$ cat src/rtl/video_timing_gen.sv
// video_timing_gen: raster timing generator for the colour-bar pattern stage.
// Walks an (h,v) position over the full raster including blanking and
// presents registered sync, data-enable, coordinates, start strobes and a
// frame counter. Every output register is loaded from the same (h,v) on the
// same edge, so all outputs describe one position with zero skew.
module video_timing_gen #(
  parameter int H_ACTIVE  = 1280,
  parameter int H_FP      = 110,
  parameter int H_SYNC    = 40,
  parameter int H_BP      = 220,
  parameter int V_ACTIVE  = 720,
  parameter int V_FP      = 5,
  parameter int V_SYNC    = 5,
  parameter int V_BP      = 20,
  parameter bit HSYNC_POL = 1'b1,
  parameter bit VSYNC_POL = 1'b1,
  parameter int H_BITS    = 12,
  parameter int V_BITS    = 11
) (
  input  logic              pixel_clk,
  input  logic              rst_n,
  output logic              hsync,
  output logic              vsync,
  output logic              de,
  output logic [H_BITS-1:0] x,
  output logic [V_BITS-1:0] y,
  output logic              line_start,
  output logic              frame_start,
  output logic [7:0]        frame_count
);

  // Raster geometry. Each line/frame is active, front porch, sync, back porch.
  localparam int H_TOTAL      = H_ACTIVE + H_FP + H_SYNC + H_BP;
  localparam int V_TOTAL      = V_ACTIVE + V_FP + V_SYNC + V_BP;
  localparam int H_SYNC_START = H_ACTIVE + H_FP;
  localparam int H_SYNC_END   = H_SYNC_START + H_SYNC;
  localparam int V_SYNC_START = V_ACTIVE + V_FP;
  localparam int V_SYNC_END   = V_SYNC_START + V_SYNC;

  // Counter-width versions of the boundaries. All are strictly below the
  // total, so they fit even when the total equals 2^BITS.
  localparam logic [H_BITS-1:0] H_LAST_C       = H_BITS'(H_TOTAL - 1);
  localparam logic [V_BITS-1:0] V_LAST_C       = V_BITS'(V_TOTAL - 1);
  localparam logic [H_BITS-1:0] H_ACTIVE_C     = H_BITS'(H_ACTIVE);
  localparam logic [V_BITS-1:0] V_ACTIVE_C     = V_BITS'(V_ACTIVE);
  localparam logic [H_BITS-1:0] H_SYNC_START_C = H_BITS'(H_SYNC_START);
  localparam logic [H_BITS-1:0] H_SYNC_END_C   = H_BITS'(H_SYNC_END);
  localparam logic [V_BITS-1:0] V_SYNC_START_C = V_BITS'(V_SYNC_START);
  localparam logic [V_BITS-1:0] V_SYNC_END_C   = V_BITS'(V_SYNC_END);

  // Elaboration-time legality: no zero-length regions, counters wide enough.
  generate
    if (H_ACTIVE < 1 || H_FP < 1 || H_SYNC < 1 || H_BP < 1 ||
        V_ACTIVE < 1 || V_FP < 1 || V_SYNC < 1 || V_BP < 1 ||
        H_BITS < 1 || V_BITS < 1) begin : g_bad_param_range
      $error("video_timing_gen: every timing parameter must be >= 1");
    end
    if (H_TOTAL > (1 << H_BITS)) begin : g_bad_h_bits
      $error("video_timing_gen: H_TOTAL does not fit in H_BITS");
    end
    if (V_TOTAL > (1 << V_BITS)) begin : g_bad_v_bits
      $error("video_timing_gen: V_TOTAL does not fit in V_BITS");
    end
  endgenerate

  // Position counter: the (h,v) that the next edge loads into the outputs.
  logic [H_BITS-1:0] r_h;
  logic [V_BITS-1:0] r_v;

  // Output registers.
  logic              r_hsync;
  logic              r_vsync;
  logic              r_de;
  logic [H_BITS-1:0] r_x;
  logic [V_BITS-1:0] r_y;
  logic              r_lineStart;
  logic              r_frameStart;
  logic [7:0]        r_frameCount;

  // Decode of the current position.
  logic              w_hLast;
  logic              w_vLast;
  logic [H_BITS-1:0] w_hNext;
  logic [V_BITS-1:0] w_vNext;
  logic              w_hActive;
  logic              w_vActive;
  logic              w_hSyncWin;
  logic              w_vSyncWin;
  logic              w_lineStart;
  logic              w_frameStart;

  // Next-position arithmetic: h wraps every line, v steps only on an h wrap.
  always_comb begin
    w_hLast = (r_h == H_LAST_C);
    w_vLast = (r_v == V_LAST_C);
    w_hNext = r_h + 1'b1;
    w_vNext = r_v;
    if (w_hLast) begin
      w_hNext = '0;
      w_vNext = w_vLast ? '0 : (r_v + 1'b1);
    end
  end

  // Region decode. vsync depends on v alone, so it can only change when v
  // changes, i.e. on the edge that presents h == 0.
  always_comb begin
    w_hActive    = (r_h < H_ACTIVE_C);
    w_vActive    = (r_v < V_ACTIVE_C);
    w_hSyncWin   = (r_h >= H_SYNC_START_C) && (r_h < H_SYNC_END_C);
    w_vSyncWin   = (r_v >= V_SYNC_START_C) && (r_v < V_SYNC_END_C);
    w_lineStart  = (r_h == '0);
    w_frameStart = (r_h == '0) && (r_v == '0);
  end

  // Free-running position counter; reset parks it at the top-left corner.
  always_ff @(posedge pixel_clk or negedge rst_n) begin
    if (!rst_n) begin
      r_h <= '0;
      r_v <= '0;
    end else begin
      r_h <= w_hNext;
      r_v <= w_vNext;
    end
  end

  // Output registers, all loaded from the same (h,v); syncs idle inactive.
  always_ff @(posedge pixel_clk or negedge rst_n) begin
    if (!rst_n) begin
      r_hsync      <= ~HSYNC_POL;
      r_vsync      <= ~VSYNC_POL;
      r_de         <= 1'b0;
      r_x          <= '0;
      r_y          <= '0;
      r_lineStart  <= 1'b0;
      r_frameStart <= 1'b0;
    end else begin
      r_hsync      <= w_hSyncWin ? HSYNC_POL : ~HSYNC_POL;
      r_vsync      <= w_vSyncWin ? VSYNC_POL : ~VSYNC_POL;
      r_de         <= w_hActive && w_vActive;
      r_x          <= r_h;
      r_y          <= r_v;
      r_lineStart  <= w_lineStart;
      r_frameStart <= w_frameStart;
    end
  end

  // Frame counter steps on the edge that loads frame_start high, so the
  // first frame after reset already reads 1.
  always_ff @(posedge pixel_clk or negedge rst_n) begin
    if (!rst_n) begin
      r_frameCount <= 8'd0;
    end else if (w_frameStart) begin
      r_frameCount <= r_frameCount + 8'd1;
    end
  end

  assign hsync       = r_hsync;
  assign vsync       = r_vsync;
  assign de          = r_de;
  assign x           = r_x;
  assign y           = r_y;
  assign line_start  = r_lineStart;
  assign frame_start = r_frameStart;
  assign frame_count = r_frameCount;

endmodule

$ cat config.mk
export PLATFORM = sky130hd
export DESIGN_NAME = video_timing_gen
export DESIGN_NICKNAME = d
export VERILOG_FILES = /design/src/rtl/video_timing_gen.sv
export SDC_FILE = /design/constraint.sdc
export NUM_CORES = 1
export LEC_CHECK = 0
export BUFFER_PORTS_ARGS = -buffer_cell sky130_fd_sc_hd__buf_4
export CAP_MARGIN = 20
export CELL_PAD_IN_SITES_DETAIL_PLACEMENT = 2
export CELL_PAD_IN_SITES_GLOBAL_PLACEMENT = 2
export CORE_MARGIN = 2
export CORE_UTILIZATION = 39
export CTS_CLUSTER_DIAMETER = 80
export DETAILED_ROUTE_END_ITERATION = 16
export PLACE_DENSITY_LB_ADDON = 0.05
export SETUP_SLACK_MARGIN = 0.02
export SLEW_MARGIN = 0
export SYNTH_ARGS = -nofsm -noshare
export SYNTH_HDL_FRONTEND = slang
export SYNTH_SLANG_ARGS = --single-unit
$ cat constraint.sdc
create_clock -name pixel_clk -period 4 [get_ports pixel_clk]
set_input_delay 0.6 -clock pixel_clk [delete_from_list [all_inputs] [get_ports pixel_clk]]
set_output_delay 0.6 -clock pixel_clk [all_outputs]
set_load 0.01 [all_outputs]
==> impl.org, run 1 <==
** Place
- Placed cell areas :: 2830 sq um
- Port buffering added 37 buffers.
- Global placement routability congestion :: 0.780
- HPWL after DPL :: 4240 microns

** Worst setup path
- Data arrives at the worst endpoint at ~2.5 ns.
- Crit Reg-Reg Endpoint :: r_v[4]
- The worst register-to-register path has a setup slack of 1.75 ns.
- The worst setup path is captured at a register.
- Critical setup path kind :: register to register
- Kind of start point of the critical path :: register
- The number of cells on the worst reg-to-reg path is 4.
- Ordered cell list for the critical path :: or4_4, nor3_2, nand4_1, mux2_1
- Cell with the largest stage delay on the worst path :: sky130_fd_sc_hd__or4_4
- Crit path buf inv count :: 0
- In this design, the stage delay of the slowest critical-path cell is 0.60 ns.
- Crit path max-delay family :: simple AND/OR/NAND/NOR gates
- Of all nets on the critical path, the largest fanout is 10.
- Critical path data required time :: 4.22 ns
- In this run the critical register-to-register path is launched from r_h[2].

** Yosys
- Synth cell count leaders :: sky130_fd_sc_hd__dfrtp_1 (59), sky130_fd_sc_hd__nand3_1 (18), sky130_fd_sc_hd__nor2_1 (14)
- Most frequently used cell type in the post-synthesis netlist :: sky130_fd_sc_hd__dfrtp_1
- Flop and latch count out of synthesis :: 59
- Synth area leader :: sky130_fd_sc_hd__dfrtp_1
- Share of the synthesized area in the top cell type :: 0.589
- Counting flops with an async set or reset pin after synthesis yields a share of 1.00.
- Average cell area after synthesis :: about 11 sq um
- In the post-synthesis netlist, the biggest area contributors are sky130_fd_sc_hd__dfrtp_1 (59%), sky130_fd_sc_hd__xor2_1 (3.8%), sky130_fd_sc_hd__nand3_1 (3.6%), sky130_fd_sc_hd__ha_1 (3.5%), sky130_fd_sc_hd__nor4_1 (2.5%).
- Proportion of synthesized chip area in sequential cells :: 0.589
- Synthesized Nets :: 229
- Post-synthesis instance total :: 220
- The Yosys step of the flow raised 0 warnings.
- The synthesized design contains 0 enable-type register cells.
- Synthesis instantiated 44 different standard cells from the library.
- Predominant post-synthesis flop cell :: sky130_fd_sc_hd__dfrtp_1
- Mapped Area :: 2510 sq um

** Clock tree
- TritonCTS built the clock tree.
- The number of setup buffers added after CTS is 0.
- Root Buffer Master :: sky130_fd_sc_hd__clkbuf_8
- For this design, the sink count on the clock tree is 59.
- Post-cts sizing count :: 0
- Number of buffers created by CTS :: 9
- Source-to-sink clock delay at the later pin of the worst-skew pair :: 0.34 ns
- In this run the number of H-tree levels came out at 3.
- Buffer levels on the longest clock path :: 2
- Clk slew on worst S/H paths :: 0.06 ns
- Quantity of hold-fixing buffers added after cts :: 0

** Timing
- The number of endpoints with negative hold slack in the final report is 0.
- Between clock sinks in the finished design, the worst skew comes to between 0.009 and 0.01 ns.
- Setup violations remaining at the end of the flow were counted as 0.
- Min Tclk post-route :: 2.25 ns
- Crit share post-route :: 0.563
- RSZ-0062 raised after global routing :: no
- Relative slew slack :: 0.421
- Actual transition at the worst max-transition pin :: ~0.86 ns
- The final-report max-slew violation count is 0.
- For the final routed database, the setup TNS stands at 0 ns.
- Timing would allow up to 444 MHz.

** Detailed routing
- For this run, design rule violations remaining after detail routing come to 0.
- Final routed wirelength across all metal layers :: between 6000 and 7000 microns
- After the first detailed-routing iteration, the DRC count stood at between 40 and 50.
- Number of detailed-route iterations in the first pass :: 4
- After detailed routing, the average wire length per cell comes to 18.7 microns.
- Using the TritonRoute via totals, the vias-per-cell ratio works out to 5.43.
- The detail route stage leaves a number of antenna-violating nets equal to 0.
- The routed layout has 1845 vias.

** Flow run
- The tool flagged a number of max-cap violations equal to 0.

** Worst hold path
- Path category of the worst min-delay check :: input port to asynchronous set/reset pin

** Layout
- In the final layout, the share of cells above drive strength 1 is 0.221.
- Area growth from synthesis to layout :: 19.8%
- 0 antenna diodes ended up in the layout.
- Summing all non-filler instances in the final layout gives an area of roughly 3000 sq um.
- Total Nets Final :: 267

** Die
- Chip width :: 84.2 microns
- The floorplan step set the die height to 84.2 microns.
- Die area :: 7090 sq um
- For this design the top-level I/O count stands at 38.
- Row generation in the floorplan step produced 29 rows.
- Placeable core region :: about 6300 sq um
- Initial Util :: 0.399

** Status
- Result of the run :: finished clean

** Global route
- Peak-usage layer in the global routing report :: met2
- The number of antenna violations at the first check in global routing came to 0.
- For met2 alone, demand over resource in global routing was 0.317.
- The number of global-route vias before repair was 2022.
- Largest net degree at the start of global routing :: 60
- Grt total ovfl :: 0
- First-pass GRT wire length :: 10700 microns
- Overall routing resource usage :: 0.195
- For met1 alone, demand over resource in global routing was 0.253.
- For this run, global-route usage on met3 was measured as 0.0354.

** Pwr
- Proportion of power drawn by the clock network :: 0.444
- Reg power frac :: 0.545
- Power spread over the standard cell area amounts to 364 nW/um^2.
- In this run the static leakage power is ~1.4 nW.
- Of the total power, combinational logic draws 0.011.
- Fraction of power spent switching nets :: 0.219
- The internal power of the cells totals around 850 uW.
- Reported net switching power :: 240 uW
- The worst-case IR drop observed on VDD is 230 uV.
power by group through the flow:
stage	Clock [mW]	Combinational, mW	Sequential (mW)
detailed placement	0	0.0129	0.608
CTS	0.500	0.0128	0.597
global route	0.521	0.0143	0.596
global placement	0	0.0127	0.608
floorplan	0	0.000000398	0.608
finish	0.486	0.0116	0.597
how the worst max path moves through the flow:
stage / start / end / slack (ns) / cells past startpoint
6_report: r_h[2] / r_v[4] / 1.75 / 4
5_1_grt: r_h[2] / r_v[4] / 1.61 / 4
4_1_cts: r_h[2] / r_v[4] / 1.73 / 4
3_5_place_dp: r_h[2] / r_v[4] / 1.76 / 4
3_3_place_gp: r_h[2] / r_v[4] / 1.80 / 4
2_1_floorplan: r_h[2] / r_v[7] / 2.04 / 6
routing by layer:
layer	vias up	wire length, microns
li1	849	-
met1	945	2960
met2	42	3060
met3	9	189
met4	0	139
met5	-	0
cells by family (layout without fill, tap and decap cells):
family / after synthesis / count (layout) / share of synthesized area
buffers and inverters: 22 / 65 / 0.0399
AOI/OAI and AO/OA: 23 / 23 / 0.0579
DFF: 59 / 59 / 0.589
and+or+nand+nor: 88 / 88 / 0.202
muxes: 4 / 4 / 0.0175
xor gates and xnor gates: 17 / 17 / 0.0594
adders and majority gates: 7 / 7 / 0.0349
metrics by stage:
step	setup slack [ns]	power [mW]	cells	utilization	hold WS, ns
after CTS	1.73	1.11	340	0.478	0.350
after global routing	1.61	1.13	340	0.478	0.389
after floorplan	2.04	0.608	220	-	0.304
after detailed placement	1.76	0.621	324	0.451	0.443
after global placement	1.80	0.620	324	0.451	0.441
final	1.75	1.09	340	0.478	0.321
placed cells by master (no fill, tap or decap), types with 2 or more instances in the layout:
cell type and count:
sky130_fd_sc_hd__nand2_1 11, sky130_fd_sc_hd__clkinv_2 2, sky130_fd_sc_hd__dfrtp_1 59, sky130_fd_sc_hd__a31oi_1 4
sky130_fd_sc_hd__o21ai_0 3, sky130_fd_sc_hd__mux2_2 2, sky130_fd_sc_hd__clkbuf_8 11, sky130_fd_sc_hd__o21ai_1 2
sky130_fd_sc_hd__and4_1 2, sky130_fd_sc_hd__nor2_1 14, sky130_fd_sc_hd__xor2_1 11, sky130_fd_sc_hd__clkbuf_1 3
sky130_fd_sc_hd__nand3_1 18, sky130_fd_sc_hd__buf_4 38, sky130_fd_sc_hd__and3_1 6, sky130_fd_sc_hd__nor3_1 5
sky130_fd_sc_hd__a21oi_1 6, sky130_fd_sc_hd__or4_1 2, sky130_fd_sc_hd__nor4_1 10, sky130_fd_sc_hd__nand2b_1 2
sky130_fd_sc_hd__ha_1 7, sky130_fd_sc_hd__xnor2_1 6, sky130_fd_sc_hd__nand4_1 7, sky130_fd_sc_hd__inv_1 11
state kept, by name, summed over array words and instances, names as in the netlist:
name / flops
de: 1
frame_count: 8
frame_start: 1
hsync: 1
line_start: 1
r_h: 12
r_v: 11
vsync: 1
x: 12
y: 11
worst register-to-register path, cell delays in order (launching register included):
cell and delay [ns]:
sky130_fd_sc_hd__dfrtp_1 0.48, sky130_fd_sc_hd__or4_4 0.60, sky130_fd_sc_hd__nor3_2 0.54, sky130_fd_sc_hd__nand4_1 0.18
sky130_fd_sc_hd__mux2_1 0.34
area by class of cell:
type	count	area, sq um
flip-flops and latches	59	1480
clock buffers	14	163
inverters	11	41.3
repair buffers	38	285
clock inverters	2	10.0
fillers	678	3270
well taps	77	96.3
multi-input cells	139	931
No activity file was read; power rests on OpenSTA's default activity.
==> run 2: changes to the inputs <==
--- a/config.mk
+++ b/config.mk
@@ -10,7 +10,7 @@
 export CELL_PAD_IN_SITES_DETAIL_PLACEMENT = 2
 export CELL_PAD_IN_SITES_GLOBAL_PLACEMENT = 2
 export CORE_MARGIN = 2
-export CORE_UTILIZATION = 39
+export CORE_UTILIZATION = 37
 export CTS_CLUSTER_DIAMETER = 80
 export DETAILED_ROUTE_END_ITERATION = 16
 export PLACE_DENSITY_LB_ADDON = 0.05
==> constraint.sdc (replaced) <==
create_clock -name pixel_clk -period 2.2 [get_ports pixel_clk]
set_input_delay 0.33 -clock pixel_clk [delete_from_list [all_inputs] [get_ports pixel_clk]]
set_output_delay 0.33 -clock pixel_clk [all_outputs]
set_load 0.01 [all_outputs]
==> impl.org, run 2 (synthesis results as in run 1) <==
** Die
- Die area :: 7450 sq um (+5.1%)
- Die span in y :: 86.3 microns (+2.5%)
- Count of boundary I/O pins :: 38 (unchanged)
- The number of rows created at floorplan is 30 (+3.4%).
- The starting density of the core is 0.375 (-0.0242).
- Placeable core region :: 6680 sq um (+6.4%)
- The horizontal extent of the die is 86.3 microns (+2.5%).

** Clock tree
- Setup Fix Bufs, Post-CTS :: 0 (unchanged)
- Clk slew on worst S/H paths :: 0.07 ns (about the same)
- The number of clock sinks was 59 (unchanged).
- Root Buffer Master :: sky130_fd_sc_hd__clkbuf_8
- The total CTS buffers is 9 (unchanged).
- Buffer levels on the longest clock path :: 2 (unchanged)
- The count of hold-fix buffers inserted at cts is 0 (unchanged).
- Post-cts sizing count :: 0 (unchanged)
- H-tree levels :: 3 (unchanged)
- TritonCTS clock tree :: built
- The clock latency on the worst-skew pair was 0.33 ns (about the same).

** Detailed routing
- The post-detailed-route wirelength per cell is 18.2 microns (-2.7%).
- The number of DRC markers in iteration 0 is 39 (-4.9%).
- The detailed router used layers up to and including met4.
- The final antenna-violating net count came to 0 (unchanged).
- Number of detailed-route iterations in the first pass :: 3 (-1)
- The met1 routed wirelength after detailed routing came to 3050 microns (+3.1%).
- The total wire length after detailed routing came to 6570 microns (+3.6%).
- The sum of met3 wire segment lengths after detailed routing came to 199 microns (+5.3%).
- Via count :: 1918 (+4.0%)
- The number of remaining DRC errors came to 0 (unchanged).
- The detailed-routed wire length on met2 is 3190 microns (+4.3%).
- Vias per std cell :: 5.30 (-2.4%)

** Layout
- The number of antenna diodes is 0 (unchanged).
- Leaving out fill and tap cells, the most frequent cells in the layout are sky130_fd_sc_hd__dfrtp_1 (59), sky130_fd_sc_hd__buf_4 (59), sky130_fd_sc_hd__nand3_1 (18).
- The number of nets in the finished design came to 288 (+7.9%).
- The fraction of final layout cells sized beyond drive strength 1 was 0.284 (+0.0632).
- The share of the core filled with cells was 0.476 (-0.00272).
- The area growth from synthesis to layout is 26.7%.
- Cell Count, Final, Fillers Out :: 362 (+6.5%)

** Worst setup path
- The worst setup path is of the register to register kind.
- Cell with the largest stage delay on the worst path :: sky130_fd_sc_hd__dfrtp_1
- The peak fanout along the critical path came to 9 (-1).
- Crit path max-delay family :: simple AND/OR/NAND/NOR gates
- The required time of the worst setup path is 2.41 ns (-1.81 ns).
- Ordered cell list for the critical path :: nor4_1, buf_4, nand3_1, nor3_1, mux2_2
- CP Capture Type :: register
- Kind of start point of the critical path :: register
- Crit path buf inv count :: 1 (+1)
- Largest stage delay on the critical path :: 0.47 ns (-0.13 ns)
- Worst Path Arrival :: 2.26 ns (-0.21 ns)

** Worst hold path
- Path category of the worst min-delay check :: input port to asynchronous set/reset pin

** Timing
- Setup repair after global routing left no endpoint under its margin.
- Hold violation total from the final report :: 0 (unchanged)
- Pins over their slew limit :: 0 (unchanged)
- Crit share post-route :: 0.933 (+0.370)
- Post-route setup TNS :: 0 ns (unchanged)
- The final critical path time including I/O delays and setup came to 2.05 ns (-0.198 ns).
- F_max :: 487 MHz (+9.6%)
- Actual transition at the worst max-transition pin :: 0.752 ns (-0.108 ns)
- Relative slew slack :: 0.499 (+0.0776)
- Number of setup violations in the final report :: 0 (unchanged)
- Final Skew :: 0.0119 ns (+0.00247 ns)

** Global route
- Via count of the first global-routing pass :: 2156 (+6.6%)
- Grt total ovfl :: 0 (unchanged)
- The total routing resource utilization after global routing is 0.193 (-0.00237).
- Number of antenna violations at the first check in global routing :: 0 (unchanged)
- The maximum number of pins on one net before global-route repair came to 60 (unchanged).
- The first-pass GRT wire length is 11000 microns (+3.2%).

** Place
- The half-perimeter wire length after placement came to 4500 microns (+6.1%).
- The number of port buffers is 37 (unchanged).
- The total instance count after detailed placement came to 348 (+7.4%).
- Global placement routability congestion :: 0.770 (-1.2%)

** Pwr
- Peak supply drop :: 321 uV (+39%)
- Leakage power :: 1.56 nW (+7.6%)
- The power density relative to cell area came to 640 nW/um^2 (+76%).
- Sum of internal, switching and leakage power :: 2.04 mW (+86%)

** Flow run
- Count of maximum capacitance violations :: 0 (unchanged)

** Status
- The run finished with clean final reports.
==> run 2: cell count changes in the layout (fill, tap and decap cells not counted), sizes merged <==
cell | before | now
buf | 38 | 59
clkbuf | 14 | 13
clkinv | 2 | 0
clkinvlp | 0 | 1
==> run 2: through the flow <==
step	hold WS, ns	cell area, sq um	worst slack (ns)
global route	0.108	3180	0.0335
global placement	0.446	2990	0.205
CTS	0.100	3180	0.106
detailed placement	0.431	2990	0.139
finish	0.0666	3180	0.148
floorplan	0.0344	2510	0.238
==> run 2: final cells by class <==
type                       count  area, sq um
multi-input combinational    139          931
fill                         709         3500
tap                           80          100
clock buffer                  13          179
clock inverter                 1         7.51
sequential                    59         1480
timing repair buffer          59          443
inverter                      11         41.3
==> run 2: path summary, 6_finish.rpt <==
path                                start  slack (ns)             end  depth (start not counted)
min in group pixel_clk     frame_count[7]        0.47  frame_count[7]                          1
max                                r_h[3]        0.15  frame_count[1]                          5
max in group asynchronous           rst_n        1.63            y[7]                          1
min reg2reg                frame_count[7]        0.47  frame_count[7]                          1
max reg2reg                        r_h[3]        0.15  frame_count[1]                          5
min                                 rst_n        0.07            y[0]                          1
==> run 2: report_power, final <==
group / internal [mW] / switching [mW] / total (mW) / leakage, nW
registers: 1.08 / 0 / 1.08 / 0.790
logic: 0.00111 / 0.0205 / 0.0216 / 0.675
clock network: 0.520 / 0.409 / 0.929 / 0.0936
total: 1.61 / 0.429 / 2.04 / 1.56
==> run 2: layer usage <==
metal / vias to the layer above / GRT usage
li1: 890 / -
met1: 981 / 0.263
met2: 34 / 0.299
met3: 13 / 0.0343
met4: 0 / 0.0881
met5: - / 0
==> run 3: changes to the inputs <==
--- a/config.mk
+++ b/config.mk
@@ -5,12 +5,13 @@
 export SDC_FILE = /design/constraint.sdc
 export NUM_CORES = 1
 export LEC_CHECK = 0
+export ABC_AREA = 1
 export BUFFER_PORTS_ARGS = -buffer_cell sky130_fd_sc_hd__buf_4
 export CAP_MARGIN = 20
 export CELL_PAD_IN_SITES_DETAIL_PLACEMENT = 2
 export CELL_PAD_IN_SITES_GLOBAL_PLACEMENT = 2
 export CORE_MARGIN = 2
-export CORE_UTILIZATION = 37
+export CORE_UTILIZATION = 34
 export CTS_CLUSTER_DIAMETER = 80
 export DETAILED_ROUTE_END_ITERATION = 16
 export PLACE_DENSITY_LB_ADDON = 0.05
==> impl.org, run 3 <==
** Status
- The run finished with clean final reports.

** Place
- The final RePlAce weighted congestion was 0.728 (-5.5%).
- The half-perimeter wire length after placement came to 5190 microns (+15%).
- The total instance count after detailed placement came to 456 (+31%).
- The worst slack after detailed placement came to 0.332 ns (+0.193 ns).
- Port Buffer Count :: 37 (unchanged)
- Placed cell areas :: 3150 sq um (+5.3%)

** Yosys
- The synthesized instance count is 319 (+45%).
- The synthesized flop and latch total is 59 (unchanged).
- Synth area leader :: sky130_fd_sc_hd__dfrtp_1
- The post-synthesis cell type count was 31 (-30%).
- Predominant post-synthesis flop cell :: sky130_fd_sc_hd__dfrtp_1
- The post-synthesis instance area is 2800 sq um (+12%).
- Share of the synthesized area in the top cell type :: 0.528 (-0.0611)
- In the synthesized netlist, the cells that appear most often are sky130_fd_sc_hd__nand2_1 (86), sky130_fd_sc_hd__dfrtp_1 (59), sky130_fd_sc_hd__inv_1 (41).
- Synthesized Nets :: 328 (+43%)
- The post-synthesis average cell area came to 8.77 sq um (-23%).
- The count of flip-flops with a built-in enable after synthesis was 0 (unchanged).
- The async set-reset flop share out of synthesis was 1.00 (unchanged).
- The share of synthesized area occupied by flip-flops and latches is 0.528 (-0.0611).
- By area the synthesized netlist is led by sky130_fd_sc_hd__dfrtp_1 (53%), sky130_fd_sc_hd__nand2_1 (12%), sky130_fd_sc_hd__inv_1 (5.5%), sky130_fd_sc_hd__nor2_1 (4.4%), sky130_fd_sc_hd__xor2_1 (3.8%).
- In the post-synthesis netlist, the cell with the most instances is sky130_fd_sc_hd__nand2_1.
- The number of synthesis warnings is 0 (unchanged).

** Worst setup path
- STA classifies the critical path endpoint as a register.
- Register-to-register setup slack :: 0.32 ns (+0.17 ns)
- Crit Reg-Reg Endpoint :: frame_count[2]
- Worst Path Arrival :: 2.12 ns (-0.14 ns)
- Largest stage delay on the critical path :: 0.48 ns (about the same)
- Critical path data required time :: 2.43 ns (+0.02 ns)
- In this run the critical register-to-register path is launched from r_v[0].
- The peak fanout along the critical path was 10 (+1).
- Critical setup path kind :: register to register
- Dominant cell type by count on the critical path :: sky130_fd_sc_hd__nand2_1
- The critical path goes through inv_1, ha_1, nand2_1, nor3_1, nand2_1, nor2_4, inv_2, nand2_1, nand2_1.
- Cell count of the worst reg-to-reg path :: 9 (+4)
- Kind of start point of the critical path :: register
- Among all stages on the critical path, the largest delay is contributed by sky130_fd_sc_hd__dfrtp_1.

** Timing
- Final Skew :: 0.00938 ns (-0.00254 ns)
- RSZ-0062 raised after global routing :: no
- Number of setup violations in the final report :: 0 (unchanged)
- The final hold slack is 0.0588 ns (-0.00778 ns).
- F_max :: 531 MHz (+9.0%)
- The final critical path time including I/O delays and setup was 1.88 ns (-0.169 ns).
- Hold violation total from the final report :: 0 (unchanged)
- Actual transition at the worst max-transition pin :: 0.758 ns (+0.00678 ns)
- The share of the cycle needed by the critical path after routing is 0.856 (-0.0767).
- Relative slew slack :: 0.494 (-0.00452)
- Pins over their slew limit :: 0 (unchanged)
- The aggregate negative setup slack was 0 ns (unchanged).
- The minimum setup slack in the final design was 0.317 ns (+0.169 ns).

** Global route
- The number of antenna violations at the first check in global routing was 0 (unchanged).
- Overall routing resource usage :: 0.181 (-0.0114)
- The first-pass GRT wire length came to 12400 microns (+12%).
- The aggregate global routing overflow was 0 (unchanged).
- Via count of the first global-routing pass :: 2463 (+14%)
- The maximum number of pins on one net before global-route repair is 60 (unchanged).

** Layout
- Leaving out fill and tap cells, the most frequent cell in the layout is sky130_fd_sc_hd__nand2_1.
- Ratio of cells with drive above 1 in the final layout :: 0.202 (-0.0821)
- Area occupied by multi-input gates :: 1070 sq um (+15%)
- The number of filler cells placed in the layout is 960 (+35%).
- Total Nets Final :: 371 (+29%)
- Most used cells in the layout excluding fill and tap cells :: sky130_fd_sc_hd__nand2_1 (86), sky130_fd_sc_hd__dfrtp_1 (59), sky130_fd_sc_hd__inv_1 (41)
- Antenna diode instance count :: 0 (unchanged)
- The post-route cell area is 3350 sq um (+5.4%).
- Area used by sequential logic in the layout :: 1480 sq um (unchanged)
- Relative to the synthesized area, the layout overhead comes to 19.8%.
- Final core utilization :: 0.414 (-0.0616)
- Cell Count, Final, Fillers Out :: 472 (+30%)

** Clock tree
- The number of levels in the clock H-tree came to 3 (unchanged).
- Number of buffers created by CTS :: 9 (unchanged)
- Clk slew on worst S/H paths :: 0.07 ns (about the same)
- Post-cts sizing count :: 0 (unchanged)
- Quantity of hold-fixing buffers added after cts :: 0 (unchanged)
- The clock tree buffer depth was 2 (unchanged).
- The tree is rooted in a sky130_fd_sc_hd__clkbuf_8.
- TritonCTS clock tree :: built
- The number of clock sinks came to 59 (unchanged).
- Setup Fix Bufs, Post-CTS :: 0 (unchanged)
- The clock latency on the worst-skew pair is 0.35 ns (+0.02 ns).

** Detailed routing
- Number of detailed-route iterations in the first pass :: 4 (+1)
- DR WL/cell :: 15.1 microns (-17%)
- Final routed wirelength across all metal layers :: 7130 microns (+8.5%)
- Vias per std cell :: 4.78 (-9.7%)
- Remaining routing DRC violations :: 0 (unchanged)
- Remaining antenna violation count after routing :: 0 (unchanged)
- The number of DRC markers in iteration 0 came to 48 (+23%).
- The total number of vias came to 2257 (+18%).

** Die
- The overall die height came to 94.7 microns (+9.7%).
- The horizontal extent of the die is 94.7 microns (+9.7%).
- The number of rows created at floorplan came to 33 (+10%).
- The boundary pin count came to 38 (unchanged).
- Die area :: 8970 sq um (+20%)
- Placeable core region :: 8090 sq um (+21%)
- The starting density of the core came to 0.346 (-0.0296).

** Pwr
- The standby leakage power was 1.79 nW (+15%).
- Sum of internal, switching and leakage power :: 2.13 mW (+4.6%)
- Peak supply drop :: 261 uV (-19%)
- Total power divided by cell area :: 635 nW/um^2 (-0.82%)

** Worst hold path
- The min-delay analysis places its worst path in the category input port to asynchronous set/reset pin.

** Flow run
- Count of maximum capacitance violations :: 0 (unchanged)
==> run 3: cell types whose count changed in the layout (fill, tap and decap cells not counted), sizes merged, moves of 4 or more <==
cell	previous run	this run
nor2	14	37
buf	59	38
inv	11	48
nor4	11	2
and3	6	0
nand2	11	88
o21ai	5	11
xnor2	6	2
nand3	18	23
==> run 3: cell families after synthesis <==
logic type               synth area share
AO/OA/AOI/OAI                      0.0394
flip-flops                          0.528
adder cells (fa/ha/maj)            0.0313
XOR/XNOR                           0.0438
AND/OR/NAND/NOR                     0.270
buffers and inverters              0.0881
==> run 3: worst max-delay path: cells and delay by family (launching register included) <==
family | cells | cell delay [ns]
adder cells (fa/ha/maj) | 1 | 0.16
buffers and inverters | 2 | 0.29
flip-flops | 1 | 0.48
AND/OR/NAND/NOR | 6 | 0.84
==> run 3: worst max-delay path by stage <==
stage | to | cells after the start | slack, ns | startpoint
3_5_place_dp | frame_count[2] | 9 | 0.33 | r_v[0]
3_3_place_gp | frame_count[0] | 9 | 0.38 | r_v[0]
6_report | frame_count[2] | 9 | 0.32 | r_v[0]
2_1_floorplan | frame_count[2] | 9 | 0.76 | r_v[0]
4_1_cts | frame_count[2] | 9 | 0.32 | r_v[0]
5_1_grt | frame_count[7] | 9 | 0.11 | r_v[0]
==> run 3: cell type report <==
type / count / share of cell area
Inverter: 47 / 0.0541
Clock inverter: 6 / 0.0190
Multi-Input combinational cell: 207 / 0.321
Timing Repair Buffer: 38 / 0.0851
Clock buffer: 10 / 0.0411
Tap cell: 105 / 0.0392
Sequential cell: 59 / 0.441
==> run 3: power breakdown <==
part | internal (mW) | total [mW] | switching, mW
clock network | 0.553 | 1.02 | 0.469
logic | 0.00110 | 0.0218 | 0.0207
registers | 1.08 | 1.08 | 0
total | 1.64 | 2.13 | 0.490
==> run 3: per-layer routing <==
layer,vias up,wire [microns],part of all wire,global-route usage
met5,-,0,0,0
met3,8,210,0.029,0.0319
met4,0,102,0.014,0.0797
met1,1140,3440,0.48,0.241
met2,29,3380,0.47,0.290
li1,1080,-,-,-
